File: src/rtl/spi_norm_master.sv
// rtl/spi_norm_master.sv - SPI mode-0 master byte engine with load_data/busy handshake
//
// Purpose: shifts one 8-bit word out on mosi (MSB first) while shifting miso in,
// SCK = clk / (2*DIV_FREQ_BY), idle low, data launched on falling and sampled on rising SCK.
//
// Ports:
//   clk            system clock, all logic on the rising edge
//   rst            asynchronous active-high reset, aborts any transfer
//   data[7:0]      word to transmit, sampled on the load edge
//   load_data      start request, acted on only in IDLE
//   miso           serial input
//   mosi           serial output
//   cs             chip select, active low
//   sck            serial clock
//   busy           transfer in progress (includes load_data combinationally)
//   received_data  last completed received word
module spi_norm_master #(
  parameter int DIV_FREQ_BY = 3
) (
  input  logic       clk,
  input  logic       rst,
  input  logic [7:0] data,
  input  logic       load_data,
  input  logic       miso,
  output logic       mosi,
  output logic       cs,
  output logic       sck,
  output logic       busy,
  output logic [7:0] received_data
);

  localparam int CW = (DIV_FREQ_BY > 1) ? $clog2(DIV_FREQ_BY) : 1;
  localparam logic [CW-1:0] DIV_LAST = CW'(DIV_FREQ_BY - 1);

  typedef enum logic [1:0] {
    IDLE  = 2'd0,
    SHIFT = 2'd1,
    HOLD  = 2'd2
  } state_t;

  state_t          state;
  state_t          state_next;
  logic [CW-1:0]   div_cnt;
  logic [3:0]      half_idx;
  logic [7:0]      tx_sr;
  logic [7:0]      rx_sr;
  logic            half_end;

  // Last clk cycle of the current SCK half-period.
  assign half_end = (div_cnt == DIV_LAST);

  // A registered requester must see busy in the same cycle it raises load_data.
  assign busy = !rst && ((state != IDLE) || load_data);

  always_ff @(posedge clk or posedge rst) begin
    if (rst) begin
      state <= IDLE;
    end else begin
      state <= state_next;
    end
  end

  always_comb begin
    state_next = state;
    case (state)
      IDLE:    if (load_data) state_next = SHIFT;
      SHIFT:   if (half_end && (half_idx == 4'd15)) state_next = HOLD;
      HOLD:    if (half_end) state_next = IDLE;
      default: state_next = IDLE;
    endcase
  end

  always_ff @(posedge clk or posedge rst) begin
    if (rst) begin
      cs            <= 1'b1;
      sck           <= 1'b0;
      mosi          <= 1'b0;
      received_data <= 8'h00;
      tx_sr         <= 8'h00;
      rx_sr         <= 8'h00;
      div_cnt       <= '0;
      half_idx      <= 4'd0;
    end else begin
      case (state)
        IDLE: begin
          if (load_data) begin
            tx_sr    <= data;
            rx_sr    <= 8'h00;
            cs       <= 1'b0;
            mosi     <= data[7];
            sck      <= 1'b0;
            div_cnt  <= '0;
            half_idx <= 4'd0;
          end
        end
        SHIFT: begin
          if (half_end) begin
            div_cnt <= '0;
            if (half_idx == 4'd15) begin
              sck <= 1'b0;
            end else begin
              half_idx <= half_idx + 4'd1;
              // Leaving an even half means SCK rises: sample. Leaving an odd half: SCK falls, launch next bit.
              if (!half_idx[0]) begin
                sck   <= 1'b1;
                rx_sr <= {rx_sr[6:0], miso};
              end else begin
                sck   <= 1'b0;
                mosi  <= tx_sr[6];
                tx_sr <= {tx_sr[6:0], 1'b0};
              end
            end
          end else begin
            div_cnt <= div_cnt + 1'b1;
          end
        end
        HOLD: begin
          if (half_end) begin
            div_cnt       <= '0;
            cs            <= 1'b1;
            mosi          <= 1'b0;
            received_data <= rx_sr;
          end else begin
            div_cnt <= div_cnt + 1'b1;
          end
        end
        default: begin
          cs   <= 1'b1;
          sck  <= 1'b0;
          mosi <= 1'b0;
        end
      endcase
    end
  end

endmodule

File: config.mk
export PLATFORM = sky130hd
export DESIGN_NAME = spi_norm_master
export DESIGN_NICKNAME = d
export VERILOG_FILES = /design/src/rtl/spi_norm_master.sv
export SDC_FILE = /design/constraint.sdc
export NUM_CORES = 1
export LEC_CHECK = 0
export BUFFER_PORTS_ARGS = -buffer_cell sky130_fd_sc_hd__buf_2
export CAP_MARGIN = 20
export CORE_MARGIN = 1.5
export CORE_UTILIZATION = 30
export DETAILED_ROUTE_END_ITERATION = 16
export PLACE_DENSITY_LB_ADDON = 0.12
export SYNTH_ARGS = -nofsm -noshare
export SYNTH_HDL_FRONTEND = slang
export SYNTH_SLANG_ARGS = --single-unit
export TNS_END_PERCENT = 100
File: constraint.sdc
create_clock -name clk -period 2.4 [get_ports clk]
set_input_delay 0.48 -clock clk [delete_from_list [all_inputs] [get_ports clk]]
set_output_delay 0.48 -clock clk [all_outputs]
set_load 0.02 [all_outputs]
==> results.py, run 1 <==
metrics = {
    "timing": {
        "slew_viol_final": 0,
        "clock.fmax_ghz": 0.4641,
        "rsz0062_at_grt": "no",
        "relSlewSlack_pct": 70.36,
        "setup_violations": 0,
        "layout_min_cycle_time_ns": 2.155,
        "fin_ws_ns": 0.2453,
        "setup_tns_ns": 0,
        "tightest_slew_ns": 0.4445,
        "finalHoldViolCount": 0,
        "fin_skew_ns": 0.009820,
        "period_share_pct": 89.78,
    },
    "floorplan": {
        "die_area_um2": 6107,
        "die_w_um": 78.15,
        "die_h_um": 78.15,
        "io_pins": 24,
        "start_util_pct": 30.96,
        "rows": 27,
        "core_area_um2": 5473,
    },
    "cts": {
        "cts_tree": "yes",
        "numClockSinks": 34,
        "hold_buffers": 0,
        "cts_made_buffers": 5,
        "clk_pin_slew_worst_paths_ns": 0.08,
        "cts_max_path_buffers": 2,
        "clk_latency_ns": 0.29,
        "cts_root_buffer": "clkbuf_8",
        "h-tree-depth": 2,
    },
    "setup_path": {
        "cp.arrival_ns": 2.36,
        "critPathLaunchType": "register",
        "cp_common_cell": "inv_1",
        "cp-end-kind": "register",
        "critPathMaxStageDelay_ns": 0.43,
        "cp_slowest_cell": "or3_4",
        "crit_fanout": 8,
        "critPathRequiredTime_ns": 2.61,
        "crit_chain": "inv_1 > ha_1 > inv_1 > or3_4 > a21oi_4 > mux2i_1",
        "worstSetupPathType": "register to register",
    },
    "placed_design": {
        "gp_congestion": 0.8383,
        "dp_slack_ns": 0.2378,
        "dp_hpwl_mm": 2.627,
        "port_buffers": 23,
    },
    "route": {
        "num_vias": 1255,
        "drt_iter0_markers": 100,
        "routedWlPerCell_um": 13.51,
        "firstDrtPassIters": 4,
        "wl_mm": 3.581,
        "drc_errors": 0,
        "via_per_inst": 4.736,
        "antenna_left": 0,
    },
    "global_routing": {
        "grt_pass1_vias": 1233,
        "grt.total_usage_pct": 12.48,
        "grt-ovfl-total": 0,
        "antenna_found_initial": 0,
        "grt_pass1_wl_mm": 5.871,
        "grt_max_degree": 35,
    },
    "yosys": {
        "synthArstFlopShare_pct": 100.0,
        "synth_fp_nets": 179,
        "synth_ff_type": "dfrtp_1",
        "synth_seq_cells": 34,
        "synth-warning-count": 0,
        "avgSynthCellArea_um2": 10.52,
        "synth-seq-area-share_pct": 50.30,
        "synth_cell_types": 34,
        "syn-cell-area_um2": 1694,
        "syn_inst": 161,
        "synth_edf_count": 0,
    },
    "cells_and_area": {
        "area_delta_synth_final_pct": 18.69,
        "seqCellArea_um2": 852.1,
        "fin_nets": 210,
        "multiInputGateArea_um2": 772.0,
        "layout_commonest_cell": "dfrtp_1",
        "final_cell_mix": "33 x dfrtp_1, 23 x buf_2, 21 x nand2_1",
        "antenna_cells": 0,
        "num-fill-cells": 580,
        "drive_gt1_share_pct": 29.02,
    },
    "pwr": {
        "p_per_area_nw_per_um2": 1155,
        "peakVddDrop_mv": 0.3408,
        "leakagePower_nw": 0.9183,
    },
    "outcome": {
        "status": "finished, final reports clean",
    },
    "run": {
        "maxCapViolCount": 0,
    },
    "hold_path": {
        "hp-class": "input port to async pin",
    },
}
-- synthesized netlist by cell type (2+ instances only) --
cell / n / area, um2
dfrtp_1: 33 / 825.8
nand2_1: 21 / 78.83
o21ai_0: 15 / 75.07
mux2_2: 14 / 157.7
inv_1: 13 / 48.80
mux2i_1: 8 / 80.08
a21oi_1: 7 / 35.03
nor2_1: 7 / 26.28
ha_1: 6 / 75.07
nand3_1: 4 / 20.02
nor3_1: 4 / 20.02
nor2b_1: 3 / 18.77
a22o_1: 2 / 17.52
a22oi_1: 2 / 15.01
clkbuf_1: 2 / 7.510
nand2b_1: 2 / 12.51
-- worst paths after layout --
check	start	to	slack, ns	cells past startpoint
worst max-delay path	state[1]$_DFFE_PP0P_	rx_sr[0]$_DFFE_PP0P_	0.25	6
worst min-delay path	rst	half_idx[2]$_DFFE_PP0P_	0.28	3
worst max register to register	state[1]$_DFFE_PP0P_	rx_sr[0]$_DFFE_PP0P_	0.25	6
worst min register to register	received_data[6]$_DFFE_PP0P_	received_data[6]$_DFFE_PP0P_	0.48	2
max in group asynchronous	rst	cs$_DFFE_PP1P_	1.77	3
min in group clk	miso	rx_sr[0]$_DFFE_PP0P_	0.45	3
-- metrics by stage --
step	power, mW	hold WS, ns	utilization (%)	cell area, um2	cells
2_1_floorplan	1.626	0.4522	-	1694	161
3_3_place_gp	1.868	0.4595	34.96	1913	257
3_5_place_dp	1.889	0.4692	34.96	1913	257
4_1_cts	2.350	0.3060	36.69	2008	265
5_1_grt	2.497	0.3550	36.74	2011	265
6_report	2.322	0.2776	36.74	2011	265
-- final cells by class --
class | count | share of cell area, %
clock buffers | 6 | 4.107
flip-flops and latches | 34 | 42.38
inverters | 13 | 2.427
well taps | 72 | 4.480
multi-input cells | 110 | 38.39
clock inverters | 2 | 0.6223
repair buffers | 28 | 7.592
-- state kept, by name (all words and copies together) (netlist names) --
| name | count |
|---|---|
| received_data | 8 |
| rx_sr | 8 |
| tx_sr | 7 |
| half_idx | 4 |
| div_cnt | 2 |
| state | 2 |
| cs | 1 |
| mosi | 1 |
| sck | 1 |
-- critical path: cells and delay by family, from the launching register on --
| family | cells | cell delay (ns) |
|---|---|---|
| mux | 1 | 0.24 |
| fa+ha+maj | 1 | 0.36 |
| compound gates | 1 | 0.34 |
| simple gates | 1 | 0.43 |
| buf+inv | 2 | 0.30 |
| flops | 1 | 0.41 |
-- metal layers --
metal	global-route usage, %	vias to the layer above	wire [um]
li1	-	619	-
met1	15.08	611	1645
met2	20.70	20	1781
met3	3.953	5	90
met4	4.821	0	63
met5	0	-	0
-- where the power goes --
part           total [mW]  switching, mW  internal (mW)
clock               0.450          0.219          0.231
combinational        1.02          0.546          0.472
sequential          0.855          0.106          0.749
total                2.32          0.871           1.45
-- kinds of logic (layout without fill, tap and decap cells) --
logic type | after synthesis | in the layout | share of synthesized area (%)
fa+ha+maj | 6 | 6 | 4.431
simple gates | 46 | 46 | 13.22
compound gates | 35 | 35 | 13.07
flops | 34 | 34 | 50.30
buf+inv | 17 | 49 | 4.284
mux | 23 | 23 | 14.70
-- repair_timing --
item | 4_1_cts | 5_1_grt
setup buffers | 0 | 0
endpoints found under the setup margin | 0 | 1
gates resized for setup | 0 | 1
Note: power is estimated with default switching activity, not from simulation.
==> run 2: changes to the inputs <==
Settings changed: CORE_ASPECT_RATIO from default to 1.2.
==> run 2 against run 1 <==
Clock power is 7.1% lower. Non-clock buffer count is 1 lower. Routed wire length is 1.3% lower. Die area hardly changed. Clock skew is 0.0050 ns lower. Critical endpoint is now busy. Hold slack worse by 0.10 ns. Maximum frequency is 4.1% higher. Setup slack better by 0.084 ns. Final cell count is 4.2% lower. Largest cell class unchanged.
==> results.py, run 2 (synthesized netlist as in run 1, its figures left out) <==
metrics = {
    "cts": {
        "h-tree-depth": 2,
        "numClockSinks": 34,
        "cts_made_buffers": 5,
        "cts_setup_buffers": 0,
        "cts_tree": "yes",
        "hold_buffers": 0,
        "clk_pin_slew_worst_paths_ns": 0.07,
        "cts_resized": 0,
        "clk_latency_ns": 0.29,
        "cts_max_path_buffers": 2,
        "cts_root_buffer": "clkbuf_8",
    },
    "timing": {
        "rsz0062_at_grt": "no",
        "slew_viol_final": 0,
        "layout_min_cycle_time_ns": 2.071,
        "setup_tns_ns": 0,
        "relSlewSlack_pct": 68.38,
        "tightest_slew_ns": 0.4731,
        "period_share_pct": 86.28,
        "clock.fmax_ghz": 0.4829,
        "finalHoldViolCount": 0,
        "setup_violations": 0,
        "fin_skew_ns": 0.004802,
    },
    "cells_and_area": {
        "reg.largest.list": "received_data: 8 flops, rx_sr: 8 flops, tx_sr: 7 flops",
        "final_cells": 254,
        "drive_gt1_share_pct": 28.13,
        "final_cell_mix": "33 x dfrtp_1, 23 x buf_2, 21 x nand2_1",
        "fin_nets": 209,
        "antenna_cells": 0,
        "area_delta_synth_final_pct": 17.06,
        "layout_commonest_cell": "dfrtp_1",
        "fin_area_um2": 1983,
    },
    "placed_design": {
        "port_buffers": 23,
        "dp_hpwl_mm": 2.615,
        "postPlaceCellArea_um2": 1893,
        "gp_congestion": 0.8158,
        "dp.cells": 246,
    },
    "pwr": {
        "clockPowerShare_pct": 18.4,
        "p_per_area_nw_per_um2": 1146,
        "netSwitchingPower_uw": 866.9,
        "power_frac_seq_pct": 37.8,
        "power_mw": 2.274,
        "power.share.switching_pct": 38.13,
        "leakagePower_nw": 0.9097,
        "peakVddDrop_mv": 0.3556,
        "comb_power_share_pct": 43.8,
        "p_int_mw": 1.407,
    },
    "route": {
        "drc_errors": 0,
        "routedWlPerCell_um": 13.91,
        "drt_iter0_markers": 62,
        "antenna_left": 0,
        "via_per_inst": 4.917,
        "wl_mm": 3.533,
        "num_vias": 1249,
        "firstDrtPassIters": 6,
    },
    "floorplan": {
        "io_pins": 24,
        "die_h_um": 85.32,
        "rows": 29,
        "die_area_um2": 6109,
        "core_area_um2": 5370,
        "die_w_um": 71.60,
        "start_util_pct": 31.55,
    },
    "global_routing": {
        "antenna_found_initial": 0,
        "grt.total_usage_pct": 12.60,
        "grt_max_degree": 25,
        "grt-ovfl-total": 0,
        "grt_pass1_vias": 1289,
        "grt_pass1_wl_mm": 5.913,
    },
    "setup_path": {
        "cp.arrival_ns": 1.59,
        "critPathLaunchType": "register",
        "cp_slowest_cell": "dfrtp_1",
        "crit_fanout": 8,
        "crit_chain": "inv_1 > ha_1 > nor2b_1 > nor2_1 > buf_2",
        "worstSetupPathType": "register to output port",
        "critPathRequiredTime_ns": 1.92,
        "crit_family": "flip-flops",
        "critPathMaxStageDelay_ns": 0.40,
        "cp-end-kind": "output port",
        "cp_num_buf_inv": 2,
    },
    "hold_path": {
        "hp-class": "input port to async pin",
    },
    "outcome": {
        "status": "finished, final reports clean",
    },
    "run": {
        "maxCapViolCount": 0,
    },
}
-- run 2: cell types whose count changed in the layout (fill, tap and decap cells not counted), sizes merged --
cell    change
buf         -1
clkbuf      -1
clkinv      +1
-- run 2: area by class of cell --
cell class	count	area, um2
multi-input cells	110	769.5
flip-flops and latches	34	852.1
clock buffers	5	68.82
inverters	13	48.80
well taps	62	77.57
repair buffers	27	145.1
clock inverters	3	21.27
fillers	568	3387
-- run 2: final timing paths --
path                                               from                      endpoint  slack [ns]  depth (start not counted)
setup / recovery                   state[1]$_DFFE_PP0P_                          busy        0.33                          5
hold / removal                                      rst        div_cnt[0]$_DFFE_PP0P_        0.18                          2
setup reg to reg                   state[1]$_DFFE_PP0P_          tx_sr[4]$_DFFE_PP0P_        0.34                          7
hold reg to reg            received_data[5]$_DFFE_PP0P_  received_data[5]$_DFFE_PP0P_        0.48                          2
max in group asynchronous                           rst          rx_sr[0]$_DFFE_PP0P_        1.56                          3
min in group clk                                   miso          rx_sr[0]$_DFFE_PP0P_        0.43                          3
-- run 2: metal layers --
layer / part of all wire, % / routed length (um) / track usage, %
met5: 0 / 0 / 0
met2: 48 / 1696 / 20.62
met1: 45 / 1580 / 14.98
met4: 2.4 / 86 / 6.003
met3: 4.8 / 169 / 3.800
-- run 2: through the flow --
step,hold WS (ns),setup slack (ns),utilization (%)
floorplan,0.4522,0.5036,-
global placement,0.4601,0.3594,35.25
detailed placement,0.4671,0.3348,35.25
CTS,0.1834,0.3074,36.93
global route,0.2068,0.1765,36.93
finish,0.1755,0.3293,36.93
-- run 2: power by group through the flow --
| stage | Sequential (mW) | Clock (mW) | Combinational (mW) |
|---|---|---|---|
| floorplan | 0.866 | 0 | 0.759 |
| global placement | 0.859 | 0 | 0.978 |
| detailed placement | 0.869 | 0 | 1.00 |
| CTS | 0.860 | 0.441 | 1.01 |
| global route | 0.885 | 0.462 | 1.10 |
| finish | 0.859 | 0.418 | 0.996 |
==> run 3: changes to the inputs <==
Settings changed: REMOVE_ABC_BUFFERS from default to 1.
==> run 3 against run 2 <==
Clock power up 28%. Core utilization is 0.44 points higher. Highest routed layer unchanged. Hold slack improved by 0.11 ns. Maximum frequency shrank 1.8%. Combinational power shrank 2.6%.
==> results.py, run 3 (synthesized netlist as in run 1, its figures left out) <==
metrics = {
    "setup_path": {
        "rr_worst_depth": 6,
        "r2r-end": "rx_sr[7]$_DFFE_PP0P_",
        "cp-end-kind": "output port",
        "worstSetupPathType": "register to output port",
        "critPathLaunchType": "register",
        "r2r_setup_slack_ns": 0.29,
        "cp_num_buf_inv": 2,
        "critPathRequiredTime_ns": 1.92,
        "crit_family": "flip-flops",
        "crit_fanout": 8,
        "critPathMaxStageDelay_ns": 0.40,
        "r2r_start": "state[1]$_DFFE_PP0P_",
        "crit_chain": "inv_1 > ha_1 > nor2b_1 > nor2_1 > buf_2",
        "cp_slowest_cell": "dfrtp_1",
        "cp.arrival_ns": 1.63,
    },
    "floorplan": {
        "rows": 29,
        "core_area_um2": 5370,
        "io_pins": 24,
        "die_w_um": 71.60,
        "start_util_pct": 31.55,
        "die_h_um": 85.32,
        "die_area_um2": 6109,
    },
    "cells_and_area": {
        "drive_gt1_share_pct": 28.13,
        "antenna_cells": 0,
        "fin_nets": 209,
        "reg.largest.list": "received_data: 8 flops, rx_sr: 8 flops, tx_sr: 7 flops",
        "final_util_pct": 37.37,
        "final_cell_mix": "33 x dfrtp_1, 23 x buf_2, 21 x nand2_1",
        "num-fill-cells": 553,
        "area_delta_synth_final_pct": 18.46,
        "final_cells": 254,
        "layout_commonest_cell": "dfrtp_1",
    },
    "hold_path": {
        "hp-class": "input port to async pin",
    },
    "cts": {
        "clk_pin_slew_worst_paths_ns": 0.08,
        "cts_resized": 0,
        "cts_setup_buffers": 0,
        "h-tree-depth": 2,
        "cts_made_buffers": 5,
        "numClockSinks": 34,
        "cts_max_path_buffers": 2,
        "hold_buffers": 0,
        "cts_tree": "yes",
        "clk_latency_ns": 0.29,
        "cts_root_buffer": "clkbuf_8",
    },
    "placed_design": {
        "port_buffers": 23,
        "dp_hpwl_mm": 2.372,
        "dp_slack_ns": 0.2956,
        "gp_congestion": 0.9421,
        "dp.cells": 246,
    },
    "global_routing": {
        "grt.total_usage_pct": 12.09,
        "antenna_found_initial": 0,
        "grt_max_degree": 35,
        "grt-ovfl-total": 0,
        "grt_pass1_wl_mm": 5.775,
        "grt_pass1_vias": 1264,
    },
    "route": {
        "routed-wl-met2_mm": 1.620,
        "wl_mm": 3.311,
        "antenna_left": 0,
        "firstDrtPassIters": 6,
        "route.met3.wl_um": 119,
        "routedWlPerCell_um": 13.04,
        "via_per_inst": 4.866,
        "met1_length_mm": 1.513,
        "num_vias": 1236,
        "drt_iter0_markers": 72,
        "top_layer": "met4",
        "drc_errors": 0,
    },
    "timing": {
        "period_share_pct": 87.82,
        "relSlewSlack_pct": 71.12,
        "finalHoldViolCount": 0,
        "layout_min_cycle_time_ns": 2.108,
        "setup_tns_ns": 0,
        "tightest_slew_ns": 0.4333,
        "fin_ws_ns": 0.2923,
        "fin_skew_ns": 0.008422,
        "rsz0062_at_grt": "no",
        "slew_viol_final": 0,
        "clock.fmax_ghz": 0.4744,
        "setup_violations": 0,
    },
    "pwr": {
        "p_int_mw": 1.512,
        "peakVddDrop_mv": 0.3938,
        "netSwitchingPower_uw": 853.8,
        "comb_power_share_pct": 41.0,
        "p_per_area_nw_per_um2": 1179,
        "leakagePower_nw": 0.9160,
        "power.share.switching_pct": 36.09,
        "power_frac_seq_pct": 36.5,
        "clockPowerShare_pct": 22.5,
    },
    "outcome": {
        "status": "finished, final reports clean",
    },
    "run": {
        "maxCapViolCount": 0,
    },
}
==> run 3: cell types whose count changed in the layout (fill, tap and decap cells not counted) <==
cell,delta
bufinv_16,+1
clkinv_2,-1
clkinv_4,-1
clkinvlp_4,+1
==> run 3: final cells by class <==
| cell class | count | area [um2] | area share [%] |
|---|---|---|---|
| Sequential cell | 34 | 852.1 | 42.46 |
| Multi-Input combinational cell | 110 | 769.5 | 38.34 |
| Timing Repair Buffer | 27 | 145.1 | 7.232 |
| Tap cell | 62 | 77.57 | 3.865 |
| Clock buffer | 5 | 68.82 | 3.429 |
| Inverter | 13 | 48.80 | 2.431 |
| Clock inverter | 3 | 45.04 | 2.244 |
==> run 3: worst max-delay path by stage <==
stage / start / end / slack [ns] / depth (start not counted)
floorplan: state[1]$_DFFE_PP0P_ / rx_sr[0]$_DFFE_PP0P_ / 0.30 / 6
detailed placement: state[0]$_DFFE_PP0P_ / tx_sr[6]$_DFFE_PP0P_ / 0.30 / 6
finish: state[1]$_DFFE_PP0P_ / busy / 0.29 / 5
global placement: state[0]$_DFFE_PP0P_ / tx_sr[2]$_DFFE_PP0P_ / 0.31 / 6
CTS: state[1]$_DFFE_PP0P_ / busy / 0.25 / 5
global route: state[1]$_DFFE_PP0P_ / rx_sr[7]$_DFFE_PP0P_ / 0.13 / 6
==> run 3: power groups by stage <==
stage,clock network (mW),registers (mW),logic [mW]
2_1_floorplan,0,0.866,0.740
3_3_place_gp,0,0.865,0.976
3_5_place_dp,0,0.872,0.984
4_1_cts,0.548,0.863,0.990
5_1_grt,0.567,0.883,1.08
6_report,0.533,0.862,0.970
==> run 3: layer usage <==
layer,track usage (%),vias up
li1,-,617
met3,3.919,6
met4,4.631,0
met2,20.12,17
met5,0,-
met1,14.41,596
==> run 3: per-stage QoR <==
step / total power [mW] / area, um2 / hold WS [ns]
6_report: 2.366 / 2007 / 0.2818
5_1_grt: 2.534 / 2007 / 0.3275
3_3_place_gp: 1.841 / 1893 / 0.4606
2_1_floorplan: 1.606 / 1670 / 0.4522
4_1_cts: 2.401 / 2007 / 0.3010
3_5_place_dp: 1.857 / 1893 / 0.4654
==> run 3: worst reg2reg max path, cell delays in order (launching register included) <==
cell and delay [ns]:
dfrtp_1 0.40, inv_1 0.14, ha_1 0.29, inv_1 0.18, or3_4 0.44, a21oi_4 0.34
mux2i_1 0.24
